==> config.mk <==
export PLATFORM = sky130hd
export DESIGN_NAME = flag_register_unit
export DESIGN_NICKNAME = d
export VERILOG_FILES = /design/src/rtl/flag_register_unit.sv
export SDC_FILE = /design/constraint.sdc
export NUM_CORES = 1
export LEC_CHECK = 0
export CAP_MARGIN = 20
export CORE_MARGIN = 2
export CORE_UTILIZATION = 32
export CTS_BUF_LIST = sky130_fd_sc_hd__clkbuf_8
export DETAILED_ROUTE_END_ITERATION = 7
export PLACE_DENSITY = 0.87
export SYNTH_ARGS = -nofsm -noshare
export SYNTH_HDL_FRONTEND = slang
export SYNTH_SLANG_ARGS = --single-unit
export TNS_END_PERCENT = 1
==> constraint.sdc <==
create_clock -name clk -period 4.7 [get_ports clk]
set_input_delay 0.47 -clock clk [delete_from_list [all_inputs] [get_ports clk]]
set_output_delay 0.47 -clock clk [all_outputs]
set_load 0.03 [all_outputs]
==> src/rtl/flag_register_unit.sv <==
// Condition-flag producer: N/Z/C/V registers plus in-flight flag-write tracker.
// Optional FLAG_BYPASS_EN: forward committing flags combinationally.
module flag_register_unit #(
  parameter int WIDTH           = 32,
  parameter int MAX_OUTSTANDING = 3
) (
  input  logic             clk,
  input  logic             rst_n,
  input  logic             flag_issue,
  output logic             issue_ready,
  input  logic             flag_write,
  input  logic             cond_ex,
  input  logic [1:0]       alu_op,
  input  logic [WIDTH-1:0] result,
  input  logic             a_msb,
  input  logic             b_msb,
  input  logic             carry_in,
  input  logic             flush,
  output logic             N,
  output logic             Z,
  output logic             C,
  output logic             V,
  output logic             flags_valid
);

  localparam int CW = $clog2(MAX_OUTSTANDING + 1);
  localparam logic [CW-1:0] CMAX = CW'(MAX_OUTSTANDING);
  localparam logic [CW-1:0] CONE = CW'(1);

  typedef enum logic [1:0] {
    IDLE,
    BUSY,
    FULL
  } trk_t;

  trk_t          st, st_nx;
  logic [CW-1:0] cnt, cnt_nx;
  logic          n_q, z_q, c_q, v_q;
  logic          n_nx, z_nx, c_nx, v_nx;
  logic          commit, acc;
  logic          op_add, op_sub;
  logic          res_msb;

  assign res_msb = result[WIDTH-1];
  assign op_add  = (alu_op == 2'b00);
  assign op_sub  = (alu_op == 2'b01);
  assign commit  = flag_write & cond_ex & (alu_op != 2'b11);
  assign acc     = flag_issue & issue_ready;

  // Next flag values; logic ops leave C/V alone
  always_comb begin
    n_nx = n_q;
    z_nx = z_q;
    c_nx = c_q;
    v_nx = v_q;
    if (commit) begin
      n_nx = res_msb;
      z_nx = ~|result;
      unique case (1'b1)
        op_add: begin
          c_nx = carry_in;
          v_nx = (a_msb == b_msb) & (res_msb != a_msb);
        end
        op_sub: begin
          c_nx = carry_in;
          v_nx = (a_msb != b_msb) & (res_msb != a_msb);
        end
        default: ;
      endcase
    end
  end

  // Outstanding count; flush wins, no underflow
  always_comb begin
    cnt_nx = cnt;
    if (flush)
      cnt_nx = '0;
    else if (acc & ~flag_write)
      cnt_nx = cnt + CONE;
    else if (~acc & flag_write & (cnt != '0))
      cnt_nx = cnt - CONE;
  end

  // Tracker state follows the next count
  always_comb begin
    if (cnt_nx == '0)
      st_nx = IDLE;
    else if (cnt_nx == CMAX)
      st_nx = FULL;
    else
      st_nx = BUSY;
  end

  // Architectural flags and tracker registers
  always_ff @(posedge clk or negedge rst_n) begin
    if (!rst_n) begin
      n_q <= 1'b0;
      z_q <= 1'b0;
      c_q <= 1'b0;
      v_q <= 1'b0;
      cnt <= '0;
      st  <= IDLE;
    end else begin
      n_q <= n_nx;
      z_q <= z_nx;
      c_q <= c_nx;
      v_q <= v_nx;
      cnt <= cnt_nx;
      st  <= st_nx;
    end
  end

  assign issue_ready = (st != FULL);

`ifdef FLAG_BYPASS_EN
  assign N = n_nx;
  assign Z = z_nx;
  assign C = c_nx;
  assign V = v_nx;
  assign flags_valid = (st == IDLE) |
                       ((cnt == CONE) & flag_write);
`else
  assign N = n_q;
  assign Z = z_q;
  assign C = c_q;
  assign V = v_q;
  assign flags_valid = (st == IDLE);
`endif

endmodule

==> out/metrics.yaml <==
outcome:
  status: "finished clean"
synth:
  synth.net_count: 93
  ys_ff_latch: 8
  postSynthAreaPerCell_um2: 10.3
  yosysSeqAreaShare_pct: 40.6
  synth_top_area_cell: "dfrtp_1"
  syn_inst: 48
  synth_area_um2: 493
  synth_area_leaders: "dfrtp_1, nor4_1, mux2_2"
  ys_types: 22
  synth.top_cell.area_share_pct: 40.6
  ys.warnings.count: 0
hold_path:
  hp-class: "flop to flop"
  worstHoldStart: "V"
  whs_endpoint: "V"
  hold_depth: 2
drt:
  drt_iter0_markers: 7
  vias_per_cell: 5.09
  drt_wl_total_um: 1640
  vias: 585
  antenna_left: 0
  dr.pass1.iters: 4
  wl_per_cell_um: 14.2
  drc: 0
sta:
  fin_setup_tns_ns: 0
  hold_violations: 0
  hold_slack_ns: 0.490
  post-route-period-util_pct: 41.3
  tightest_slew_ns: 0.340
  period_needed_ns: 1.94
  fmax_mhz: 515
  rsz0062_at_grt: "false"
  skew_ns: 0.000186
  relSlewSlack_pct: 77.3
  drv_slew: 0
  setup_viol: 0
critical_path:
  r2r_slack_ns: 2.97
  max_stage_delay_ns: 0.59
  endpoint_kind: "flop"
  crit_required_ns: 4.80
  critPathArrivalTime_ns: 2.04
  crit_buf_inv: 1
  cpMaxStageDelayCell: "clkdlybuf4s50_1"
  cp_top_family: "buffers and inverters"
  critPathLaunchType: "input port"
  path_max_fanout: 6
  r2r-end: "st[0]"
  reg2regPathDepth: 6
  critPathKind: "input port to flop"
  cp_cell_sequence: "clkdlybuf4s50_1 -> nand3b_1 -> a21boi_1 -> mux2_2 -> ha_1"
  reg2reg_from: "cnt[0]"
placed_design:
  hpwl_um: 1480
  place.port_buffers: 48
  gp_congestion: 0.704
clock_network:
  holdBufCountCts: 0
  clock_path_buffers: 2
  htree_levels: 1
  post_cts_buffers: 0
  clk_latency_ns: 0.22
  cts-root-buf: "clkbuf_8"
  cts_resized: 0
  cts_made_buffers: 3
  cts_sinks: 8
  cts_tree: "built"
  path_clk_slew_ns: 0.04
power:
  powerDensity_nw_per_um2: 251
  pwr-share-comb_pct: 37.3
  power.leakage_uw: 0.000405
  power.total_uw: 260
  peakVddDrop_uv: 226
  p_seq_share_pct: 31.6
  pwr-share-clk_pct: 31.1
  power.switching_uw: 68.0
  p_int_uw: 192
  p_sw_share_pct: 26.1
grt:
  grt_pass1_vias: 618
  grt_max_degree: 9
  grt_first_pass_wirelength_um: 2500
  grt_usage_pct: 18.8
  grt_antenna_before_repair: 0
  grt_overflow: 0
flow_run:
  maxCapViolations: 0
finish:
  drive_gt1_share_pct: 10.1
  nets: 146
  area_growth_pct: 110
  final_util_pct: 70.3
  diodes: 0
  fillers: 121
die:
  die_y_um: 43.3
  fp.coreArea_um2: 1470
  die_w_um: 43.3
  pin_count: 49
  row_count: 14
  start_util_pct: 33.5
  dieArea_um2: 1870
==> flip-flops by register name, indices dropped and copies added (netlist names) <==
signal and count:
V 1, N 1, st 2, Z 1, C 1, cnt 2
==> worst reg2reg max path: cells and delay by family, from the launching register on <==
| kind | cells | cell delay, ns |
|---|---|---|
| buf+inv | 1 | 0.06 |
| fa+ha+maj | 2 | 0.47 |
| mux | 1 | 0.32 |
| compound gates | 2 | 0.42 |
| flops | 1 | 0.35 |
==> power by group through the flow <==
stage / logic [µW] / clock network, µW / registers, µW
after floorplan: 31.4 / 0 / 91.8
after global placement: 95.0 / 0 / 82.9
after CTS: 98.1 / 82.1 / 82.4
after global routing: 104 / 87.3 / 83.1
after detailed placement: 97.6 / 0 / 83.2
final: 97.0 / 80.9 / 82.2
==> cell families after synthesis <==
logic type | after synthesis | share of synthesized area (%)
compound gates | 7 | 11.2
xor+xnor | 1 | 1.78
fa+ha+maj | 2 | 5.08
buf+inv | 2 | 1.52
flops | 8 | 40.6
mux | 5 | 11.9
simple gates | 23 | 27.9
==> through the flow <==
step / setup slack (ns) / cell area, µm² / instances
after global placement: 2.60 / 993 / 112
after CTS: 2.77 / 1030 / 115
after floorplan: 3.05 / 493 / 48
after detailed placement: 2.54 / 993 / 112
after global routing: 2.68 / 1030 / 115
final: 2.76 / 1030 / 115
==> per-layer routing <==
layer | vias up | global-route usage, % | share of wire (%)
li1 | 288 | - | -
met1 | 286 | 17.8 | 35
met2 | 7 | 37.9 | 62
met3 | 4 | 2.55 | 2.0
met4 | 0 | 9.09 | 1.6
met5 | - | 0 | 0
==> area by class of cell <==
| cell class | count | area [µm²] | area share, % |
|---|---|---|---|
| well taps | 16 | 20.0 | 1.93 |
| flip-flops and latches | 8 | 200 | 19.3 |
| inverters | 2 | 7.51 | 0.726 |
| clock buffers | 3 | 41.3 | 3.99 |
| multi-input cells | 38 | 285 | 27.6 |
| repair buffers | 48 | 480 | 46.4 |
==> Yosys cell counts <==
library cell  n
dfrtp_1       8
nor4_1        8
mux2_2        3
nand2_1       3
nor2_1        3
nor2b_1       3
ha_1          2
inv_1         2
nand3b_1      2
nand4_1       2
a211oi_2      1
a21boi_1      1
a21oi_1       1
a21oi_2       1
a311oi_1      1
mux2_4        1
mux2i_1       1
nand2b_4      1
nand3_1       1
o21ai_0       1
o31ai_1       1
xnor2_1       1
==> worst max-delay path by stage <==
stage / startpoint / end / slack, ns / cells past startpoint
floorplan: st[0] / st[0] / 3.05 / 5
global placement: flag_write / st[0] / 2.60 / 5
detailed placement: flag_write / st[0] / 2.54 / 5
CTS: flag_write / st[0] / 2.77 / 5
global route: flag_write / st[0] / 2.68 / 5
finish: flag_write / st[0] / 2.76 / 5
==> cell usage in the layout, fill, tap and decap left out <==
cell | synthesis | layout
nor4_1 | 8 | 8
a21oi_2 | 1 | 1
o31ai_1 | 1 | 1
ha_1 | 2 | 2
a21boi_1 | 1 | 1
nand3b_1 | 2 | 2
nand2b_4 | 1 | 1
a211oi_2 | 1 | 1
a311oi_1 | 1 | 1
nand3_1 | 1 | 1
mux2i_1 | 1 | 1
clkbuf_8 | 0 | 3
nand4_1 | 2 | 2
o21ai_0 | 1 | 1
dfrtp_1 | 8 | 8
inv_1 | 2 | 2
nand2_1 | 3 | 3
clkdlybuf4s50_1 | 0 | 48
mux2_4 | 1 | 1
xnor2_1 | 1 | 1
nor2b_1 | 3 | 3
a21oi_1 | 1 | 1
mux2_2 | 3 | 3
nor2_1 | 3 | 3
(Power assumes the default switching activity.)
